`config.mk`:
```
export PLATFORM = sky130hd
export DESIGN_NAME = pipe_trace_tracker
export DESIGN_NICKNAME = d
export VERILOG_FILES = /design/src/rtl/pipe_trace_tracker.sv
export SDC_FILE = /design/constraint.sdc
export NUM_CORES = 1
export LEC_CHECK = 0
export CORE_ASPECT_RATIO = 0.5
export CORE_MARGIN = 2
export CORE_UTILIZATION = 51
export CTS_CLUSTER_DIAMETER = 30
export DETAILED_ROUTE_END_ITERATION = 8
export GPL_TIMING_DRIVEN = 0
export PLACE_DENSITY = 0.77
export SLEW_MARGIN = 20
export SYNTH_ARGS = -nofsm -noshare
export SYNTH_HDL_FRONTEND = slang
export SYNTH_SLANG_ARGS = --single-unit
```
`constraint.sdc`:
```
create_clock -name clk -period 2.85 [get_ports clk]
set_input_delay 0.285 -clock clk [delete_from_list [all_inputs] [get_ports clk]]
set_output_delay 0.285 -clock clk [all_outputs]
set_load 0.02 [all_outputs]
```
`src/rtl/pipe_trace_tracker.sv`:
```
// Shadow pipeline that tracks PC/instr/decode fields per stage
// and emits a one-cycle retire record. Optional: PIPE_TRACE_SEQ_EN
module pipe_trace_tracker #(
    parameter int DEPTH     = 4,
    parameter int PC_W      = 32,
    parameter int INSTR_W   = 32,
    parameter int REG_IDX_W = 5,
    parameter int CNT_W     = 32
) (
    input  logic                 clk,
    input  logic                 reset,
    input  logic                 fetch_valid,
    input  logic [PC_W-1:0]      fetch_pc,
    input  logic [INSTR_W-1:0]   fetch_instr,
    input  logic [REG_IDX_W-1:0] dec_rs,
    input  logic [REG_IDX_W-1:0] dec_rt,
    input  logic [REG_IDX_W-1:0] dec_rd,
    input  logic [2:0]           dec_type,
    input  logic [DEPTH-2:0]     stall,
    input  logic [DEPTH-1:0]     flush,
`ifdef PIPE_TRACE_SEQ_EN
    output logic [7:0]           retire_seq,
    output logic                 seq_err,
`endif
    output logic                 retire_valid,
    output logic [PC_W-1:0]      retire_pc,
    output logic [INSTR_W-1:0]   retire_instr,
    output logic [REG_IDX_W-1:0] retire_rs,
    output logic [REG_IDX_W-1:0] retire_rt,
    output logic [REG_IDX_W-1:0] retire_rd,
    output logic [2:0]           retire_type,
    output logic [CNT_W-1:0]     retire_count,
    output logic [3:0]           occupancy
);

    typedef struct packed {
        logic [PC_W-1:0]      pc;
        logic [INSTR_W-1:0]   instr;
        logic [REG_IDX_W-1:0] rs;
        logic [REG_IDX_W-1:0] rt;
        logic [REG_IDX_W-1:0] rd;
        logic [2:0]           ty;
`ifdef PIPE_TRACE_SEQ_EN
        logic [7:0]           seq;
`endif
    } ent_t;

    ent_t             ent_q [DEPTH];
    ent_t             ent_d [DEPTH];
    logic [DEPTH-1:0] vld_q;
    logic [DEPTH-1:0] vld_d;
    logic [DEPTH-1:0] hold;
    logic [3:0]       occ_d;

`ifdef PIPE_TRACE_SEQ_EN
    logic [7:0] seq_cnt;
    logic [7:0] last_seq;
    logic       have_last;
    logic [7:0] seq_diff;
`endif

    // Hold propagates backwards from any stalled stage
    always_comb begin
        logic acc;
        acc = 1'b0;
        hold = '0;
        for (int k = DEPTH - 2; k >= 0; k--) begin
            acc = acc | stall[k];
            hold[k] = acc;
        end
    end

    // Next-state of every stage: hold, shift, bubble, then flush
    always_comb begin
        for (int k = 0; k < DEPTH; k++) begin
            ent_d[k] = ent_q[k];
        end
        vld_d = vld_q;
        if (!hold[0]) begin
            vld_d[0] = fetch_valid;
            ent_d[0].pc = fetch_pc;
            ent_d[0].instr = fetch_instr;
`ifdef PIPE_TRACE_SEQ_EN
            ent_d[0].seq = seq_cnt;
`endif
        end
        for (int k = 1; k < DEPTH; k++) begin
            if (!hold[k]) begin
                if (hold[k-1]) begin
                    vld_d[k] = 1'b0;
                end else begin
                    vld_d[k] = vld_q[k-1] & ~flush[k-1];
                    ent_d[k] = ent_q[k-1];
                    if (k == 1) begin
                        ent_d[k].rs = dec_rs;
                        ent_d[k].rt = dec_rt;
                        ent_d[k].rd = dec_rd;
                        ent_d[k].ty = dec_type;
                    end
                end
            end
        end
        for (int k = 0; k < DEPTH; k++) begin
            if (flush[k]) begin
                vld_d[k] = 1'b0;
            end
        end
        occ_d = 4'd0;
        for (int k = 0; k < DEPTH; k++) begin
            occ_d = occ_d + {3'b000, vld_d[k]};
        end
    end

    // Stage registers, occupancy and retire counter
    always_ff @(posedge clk) begin
        if (reset) begin
            for (int k = 0; k < DEPTH; k++) begin
                ent_q[k] <= '0;
            end
            vld_q        <= '0;
            occupancy    <= 4'd0;
            retire_count <= '0;
        end else begin
            for (int k = 0; k < DEPTH; k++) begin
                ent_q[k] <= ent_d[k];
            end
            vld_q        <= vld_d;
            occupancy    <= occ_d;
            retire_count <= retire_count + CNT_W'(vld_q[DEPTH-1]);
        end
    end

    assign retire_valid = vld_q[DEPTH-1];
    assign retire_pc    = ent_q[DEPTH-1].pc;
    assign retire_instr = ent_q[DEPTH-1].instr;
    assign retire_rs    = ent_q[DEPTH-1].rs;
    assign retire_rt    = ent_q[DEPTH-1].rt;
    assign retire_rd    = ent_q[DEPTH-1].rd;
    assign retire_type  = ent_q[DEPTH-1].ty;

`ifdef PIPE_TRACE_SEQ_EN
    assign retire_seq = ent_q[DEPTH-1].seq;
    assign seq_diff   = ent_q[DEPTH-1].seq - last_seq;

    // Tag allocation and sticky ordering check at retire
    always_ff @(posedge clk) begin
        if (reset) begin
            seq_cnt   <= 8'd0;
            last_seq  <= 8'd0;
            have_last <= 1'b0;
            seq_err   <= 1'b0;
        end else begin
            if (fetch_valid && !hold[0]) begin
                seq_cnt <= seq_cnt + 8'd1;
            end
            if (vld_q[DEPTH-1]) begin
                if (have_last && (seq_diff == 8'd0 || seq_diff[7])) begin
                    seq_err <= 1'b1;
                end
                last_seq  <= ent_q[DEPTH-1].seq;
                have_last <= 1'b1;
            end
        end
    end
`endif

endmodule
```
# Word level (Yosys, flattened, before mapping)
# Memory sizes are Yosys's and may differ from the RTL's.
# Index checks and enable logic that the tools add are counted.
[totals]
latchBits = 0
memories = 1
in_bits = 92
regBits = 40
ramBits = 328
romBits = 0
[op_classes]
mul = 0
div_mod_pow = 0
n_addsub = 4
muxes = 23
eq_ne = 0
n_lt_le_gt_ge = 0
bitwise_logic = 12
n_reduce_logical = 0
shifts = 0
[memory_table]
columns = ["name", "words", "width", "rd", "rd_ports_with_merged_regs", "wr", "line", "text"]
rows = [
  ["ent_q", 4, 82, 4, 0, 4, "48", "ent_t ent_q [DEPTH];"],
]
[ops]
columns = ["operator", "n"]
rows = [
  ["$mux W82", 9],
  ["$mux W64", 1],
  ["$add A32 B1 Y32", 1],
  ["$mux W1", 13],
  ["$or A1 B1 Y1", 6],
  ["$add A3 B1 Y4", 1],
  ["$add A2 B1 Y3", 1],
  ["$and A1 B1 Y1", 3],
  ["$not A1 Y1", 3],
  ["$add A1 B1 Y2", 1],
]

# Longest topological paths before layout
# Gate-level depths: netlist of the first run.
[depth]
depth_word = 8
depth_mapped = 9
depth_no_buf = 7

# Worst setup path after synthesis of the first run
# OpenSTA, ideal clock, no wires.
[synth_timing]
path_kind = "input port to flip-flop"
startpoint = "input stall[2]"
endpoint = "register occupancy[1]"
stages = 9
path_buffers = 2
path_slack_ns = 0.417
arrival_time_ns = 2.306
setup_ns = 0.128
cell_sequence = "clkbuf_1 -> or3_1 -> clkbuf_1 -> mux2i_1 -> nor2_1 -> fa_1 -> ha_1 -> ha_1 -> nor2b_1"
[synth_via]
elab_cells_between_ends = 15
cone_classes = "add/sub: 3; mux: 10; bitwise: 2"
[synth_lines]
columns = ["element", "line", "text"]
rows = [
  ["start: declaration", "19", "input logic [DEPTH-2:0] stall,"],
  ["$or A1 B1 Y1 (2 in a row)", "68", "acc = acc | stall[k];"],
  ["$mux W1", "79", "if (!hold[0]) begin"],
  ["$mux W1", "104", "if (flush[k]) begin"],
  ["named net vld_d[0]", "51", "logic [DEPTH-1:0] vld_d;"],
  ["$add A1 B1 Y2", "110", "occ_d = occ_d + {3'b000, vld_d[k]};"],
  ["$add A2 B1 Y3", "110", ""],
  ["$add A3 B1 Y4", "110", ""],
  ["named net occ_d[1]", "53", "logic [3:0] occ_d;"],
  ["end signal: assignment", "121", "occupancy <= 4'd0;"],
  ["end signal: assignment", "128", "occupancy <= occ_d;"],
  ["end: declaration", "33", "output logic [3:0] occupancy"],
]
# The timed path passes the listed nets, and every way through them passes these cells.
# A chain may end at the register's enable or synchronous reset.

# Worst setup path in the final report of the first run
[layout_timing]
startpoint = "input stall[1]"
endpoint = "register occupancy[1]"
# Same word-level chain as after synthesis.

==> results of run 1 <==
==> kinds of logic (layout without fill, tap and decap cells) <==
group           after synthesis  count (layout)
compound gates              264             264
other cells                   1               1
buf+inv                     108             386
fa+ha+maj                     5               5
xor+xnor                     12              12
simple gates                635             635
flops                       349             349
mux                          84              84
==> per-stage QoR <==
stage	instance area [sq um]	instances	hold slack (ps)	power [W]	TNS (ps)
CTS	16120	2051	282.2	0.01042	0
floorplan	12350	1458	364.3	0.005304	0
detailed placement	14820	1980	442.9	0.005539	-510.0
global route	16120	2051	312.9	0.01070	0
global placement	14820	1980	436.0	0.005524	-442.9
finish	16120	2051	300.7	0.01036	0
==> worst max path at each step <==
stage,startpoint,endpoint,slack [ps],cells after the start
5_1_grt,stall[1],occupancy[1],190,9
6_report,stall[1],occupancy[1],270,9
3_3_place_gp,stall[1],occupancy[1],-240,9
2_1_floorplan,stall[2],occupancy[1],420,9
3_5_place_dp,stall[1],occupancy[1],-260,9
4_1_cts,stall[1],occupancy[1],260,9
==> synthesized netlist by cell type <==
cell type,number,area (sq um)
or4b_2,1,10.01
and3_1,3,18.77
clkbuf_1,96,360.4
inv_1,4,15.01
xnor2_1,5,43.79
nand2b_1,1,6.260
ha_1,4,50.05
buf_6,1,11.26
nor4b_1,1,8.760
mux2_2,1,11.26
nor3_1,2,10.01
nand4_4,1,21.27
or2_2,1,6.260
o31ai_1,11,82.58
nand3_1,11,55.05
or3_1,8,50.05
nor2_1,100,375.4
and2_1,1,6.260
fa_1,1,20.02
dfxtp_1,349,6987
buf_4,1,7.510
buf_1,6,22.52
xor2_1,7,61.31
nand4_1,6,37.54
or4_1,13,97.59
mux2i_1,83,830.8
or4_4,1,11.26
nor2b_1,9,56.30
conb_1,1,3.750
and4_1,2,17.52
o21ai_0,5,25.02
nor4_1,4,25.02
nand2_1,470,1764
a21oi_1,247,1236
a31o_2,1,8.760
==> worst register-to-register path, stage by stage, from the launching register on <==
cell,delay (ps)
dfxtp_1,420
nand4_1,280
or4_4,620
buf_6,160
clkbuf_1,240
o31ai_1,340
a21oi_1,100
==> cell type report <==
class | count | area, sq um | area share, %
Sequential cell | 349 | 6987 | 43.35
Multi-Input combinational cell | 1001 | 4951 | 30.72
Timing Repair Buffer | 207 | 2072 | 12.86
Clock buffer | 48 | 1072 | 6.654
Buffer | 104 | 401.6 | 2.492
Tap cell | 315 | 394.1 | 2.446
Clock inverter | 23 | 222.7 | 1.382
Inverter | 4 | 15.01 | 0.09317
==> registers in the layout, indices dropped and copies added (netlist names) <==
| signal | cells |
|---|---|
| occupancy | 3 |
| ent_q | 310 |
| vld_q | 4 |
| retire_count | 32 |
==> layer usage <==
layer,up-vias,GRT usage (%)
met5,-,0
met4,0,9.956
met3,85,4.234
met2,294,43.73
met1,5055,30.97
li1,5305,-
==> report_power, final <==
part,switching [W],internal (W)
clock,0.00208,0.00284
sequential,0.0000265,0.00493
combinational,0.000287,0.000196
total,0.00239,0.00797
==> placed cells by master, fill, tap and decap left out, drive strengths merged, types with 8 or more instances in the layout <==
cell type	Yosys	final
nor2	100	100
nand2	470	470
clkbuf	96	144
o31ai	11	11
nand3	11	11
buf	8	8
clkinv	0	11
a21oi	247	247
or3	8	8
clkdlybuf4s50	0	207
or4	14	14
nor2b	9	9
mux2i	83	83
dfxtp	349	349
inv	4	9
==> flow_summary.ini, run 1 <==
[outcome]
status = complete, no violations

[timing]
finalSetupViolations = 0
max_freq_ghz = 0.3873
finalHoldViolCount = 0
final_max_slew_viol_count = 0
layout_min_cycle_time_ps = 2582
min_period_over_period_pct = 90.60
rsz0062_at_grt = false
timing.slew.headroom_pct = 36.76
tightest_slew_ps = 948.7
skew_ps = 14.44
layout_setup_ws_ps = 268.0

[clocking]
hold_buffers = 0
cts_resized = 0
cts_made_buffers = 39
cts_num_sinks = 349
clock_latency_ps = 520
cts.clk_slew.worst_paths_ps = 60
clock_path_buffers = 3
h-tree-depth = 2
cts_root_buffer = clkbuf_16
cts_tree = yes
cts_setup_buffers = 0

[setup_path]
r2r_end = retire_count[26]
crit_top_cell = ha_1
start_kind = input pin
path_cells = clkdlybuf4s50_1 -> or3_1 -> clkbuf_1 -> mux2i_1 -> nor2_1 -> fa_1 -> ha_1 -> ha_1 -> nor2b_1
crit_arrival_ps = 2960
ff2ff_setup_slack_ps = 560
slowest_delay_ps = 520
crit_slowest_cell = clkdlybuf4s50_1
crit_fanout = 10
crit_path_end_kind = register
worstSetupPathType = in -> reg
r2r_cells = 6
crit_family = buffers and inverters
r2r-start = retire_count[12]
critPathBufInv = 2
required_ps = 3230

[logic_synthesis]
synth-compound-area-share_pct = 10.95
synth_nets = 1555
synth_seq_cells = 349
syn_inst = 1458
syn_area_sq_um = 12350
synth-adder-area-share_pct = 0.5671
synth_top_family_by_area = simple AND/OR/NAND/NOR gates
avgSynthCellArea_sq_um = 8.473
synthSimpleGateAreaFrac_pct = 20.86
muxShareOfSynthArea_pct = 6.816
yosysUniqueCellTypes = 35
yosys_warnings = 0
synth_xor_area_share_pct = 0.8507
seq_area_frac_synth_pct = 56.55

[finish]
fillers = 1913
syn2layout_area_growth_pct = 30.44
final_nets = 1803
drive_above_1_share_pct = 4.263
final_util_pct = 67.51
antennaDiodeCount = 0

[min_path]
whs_path_depth = 3
holdCritStartpoint = reset
whs_endpoint = retire_count[31]
hold_class = in -> reg

[placed_design]
port_buffers = 207
dp_hpwl_um = 23290
place_congestion = 0.8592
pre_cts_ws_ps = -264.6

[pwr]
powerDensity_nw_per_um2 = 642.7
peakVddDrop_v = 0.0003846
p_leak_nw = 5.674

[die]
ioPinCount = 211
core_area_sq_um = 23870
fp.dieH_um = 114.1
fp.dieW_um = 224.1
dieArea_sq_um = 25560
fp-row-count = 40
start_util_pct = 51.75

[routing]
wl_per_cell_um = 15.72
post_drt_via_cell_ratio = 5.236
met3_length_um = 1359
routed.top_layer = met4
routed-wl-met2_um = 15670
routed_wl_um = 32240
vias = 10740
drc = 0
drt_iter0_drc = 647
firstDrtPassIters = 5
met1_length_um = 14100
ant_nets = 0

[grt]
grt_max_degree = 17
track_usage_pct = 24.93
grt-ovfl-total = 0
grt_pass1_wl_um = 51420
grt_pass1_vias = 10540
antenna_found_initial = 0

[job]
maxCapViolCount = 0
No activity file was read; power rests on OpenSTA's default activity.
==> run 2, diff against run 1 <==
--- a/config.mk
+++ b/config.mk
@@ -6,7 +6,6 @@
 export NUM_CORES = 1
 export LEC_CHECK = 0
 export CORE_ASPECT_RATIO = 0.5
-export CORE_MARGIN = 2
 export CORE_UTILIZATION = 51
 export CTS_CLUSTER_DIAMETER = 30
 export DETAILED_ROUTE_END_ITERATION = 8
==> run 2 against run 1 <==
Design area barely moved. Via count fell by 0.33%. Register-to-register slack improved by 20 ps. Sequential share of layout area barely moved. Critical path depth did not move. Critical path type unchanged. Largest cell class unchanged. Largest power group is now the clock network.
==> flow_summary.ini, run 2 (synthesized netlist as in run 1, its figures left out) <==
[timing]
fin_setup_tns_ps = 0
finalSetupViolations = 0
tightest_slew_ps = 968.2
final_max_slew_viol_count = 0
finalHoldViolCount = 0
timing.slew.headroom_pct = 35.46
worst_hold_slack_ps = 260.0
max_freq_ghz = 0.3734
min_period_over_period_pct = 93.96
layout_min_cycle_time_ps = 2678
rsz0062_at_grt = false
skew_ps = 13.29

[setup_path]
crit_fanout = 10
required_ps = 3220
r2r_cells = 5
start_kind = input pin
worstSetupPathType = in -> reg
crit_path_start = stall[1]
crit_arrival_ps = 3040
r2r_end = retire_count[31]
slowest_delay_ps = 550
crit_top_cell = ha_1
ff2ff_setup_slack_ps = 580
crit_slowest_cell = clkbuf_1
critPathBufInv = 2
crit_family = buffers and inverters
crit_path_end_kind = register
r2r-start = retire_count[12]
crit_path_end = occupancy[1]
crit_cells = 9
path_cells = clkdlybuf4s50_1 -> or3_1 -> clkbuf_1 -> mux2i_1 -> nor2_1 -> fa_1 -> ha_1 -> ha_1 -> nor2b_1

[min_path]
hold_class = in -> reg

[clocking]
hold_buffers = 0
cts_root_buffer = clkbuf_16
cts_setup_buffers = 0
cts.clk_slew.worst_paths_ps = 60
cts_tree = yes
cts_num_sinks = 349
clock_path_buffers = 3
cts_resized = 0
clock_latency_ps = 510
h-tree-depth = 2
cts_made_buffers = 38

[pwr]
peakVddDrop_v = 0.0003491
powerDensity_nw_per_um2 = 648.5
p_leak_nw = 5.694
power_w = 0.01044

[finish]
drive_above_1_share_pct = 4.270
syn2layout_area_growth_pct = 30.36
largest_reg_flops = 310
fillers = 1796
fin_cells = 2040
fin_area_sq_um = 16110
final_common_cell = nand2_1
multi_input_comb_area_sq_um = 4951
final_cell_mix = nand2_1 (470), dfxtp_1 (349), a21oi_1 (247), clkdlybuf4s50_1 (207), nor2_1 (100)
seqCellArea_sq_um = 6987
reg_top3 = ent_q x310, retire_count x32, vld_q x4
antennaDiodeCount = 0
regMostFlops = ent_q
final_nets = 1802

[placed_design]
dpl.cell_count = 1972
place_congestion = 0.9048
port_buffers = 207
dp_hpwl_um = 23170
placed_area_sq_um = 14810

[grt]
track_usage_pct = 25.66
grt-ovfl-total = 0
grt_pass1_wl_um = 51560
grt_max_degree = 17
grt_pass1_vias = 10370
antenna_found_initial = 0

[job]
maxCapViolCount = 0

[routing]
drc = 0
drt_iter0_drc = 598
ant_nets = 0
post_drt_via_cell_ratio = 5.247
vias = 10700
routed_wl_um = 32350
wl_per_cell_um = 15.86
firstDrtPassIters = 6

[die]
fp-row-count = 39
fp.dieW_um = 222.1
fp.dieH_um = 112.1
start_util_pct = 53.08
dieArea_sq_um = 24890
core_area_sq_um = 23280
ioPinCount = 211

[outcome]
status = complete, no violations
## run 2: cell types whose count changed in the layout (fill, tap and decap cells not counted), sizes merged
cell | before | now
inv | 9 | 16
clkbuf | 144 | 141
bufinv | 1 | 2
clkinv | 11 | 8
clkinvlp | 6 | 1
## run 2: worst reg2reg max path, cell delays in order, from the launching register on
cell and delay, ps:
dfxtp_1 460, nand4_1 270, or4_4 600, buf_6 160, nor4_1 320, mux2_2 370
## run 2: metrics by stage
step / util [%] / setup WS, ps
floorplan: - / 416.7
global placement: 63.63 / -281.5
detailed placement: 63.63 / -306.9
CTS: 69.19 / 151.6
global route: 69.19 / 45.45
finish: 69.19 / 172.0
## run 2: metal layers
layer  vias up  part of all wire [%]  GRT usage (%)
met5         -                     0              0
met4         0                   3.5          10.65
met3        83                   4.3          4.346
met2       284                    48          43.87
met1      5039                    44          32.41
li1       5298                     -              -
## run 2: final cells by class
class,count,area share (%)
Clock buffer,45,6.448
Clock inverter,23,1.593
Multi-Input combinational cell,1001,30.74
Buffer,104,2.494
Sequential cell,349,43.38
Timing Repair Buffer,207,12.87
Inverter,4,0.09323
Tap cell,307,2.385
## run 2: report_power, final
group / internal, W / switching [W] / total [W]
logic: 0.000196 / 0.000286 / 0.000482
registers: 0.00493 / 0.0000277 / 0.00495
clock network: 0.00288 / 0.00212 / 0.00501
total: 0.00801 / 0.00244 / 0.0104
## run 2: worst min path at each step
stage | startpoint | end | depth (start not counted)
CTS | reset | retire_count[31] | 3
floorplan | flush[0] | vld_q[0] | 1
finish | reset | retire_count[31] | 3
global route | reset | retire_count[16] | 3
global placement | ent_q[0][35] | ent_q[1][35] | 2
detailed placement | ent_q[1][74] | ent_q[2][74] | 2
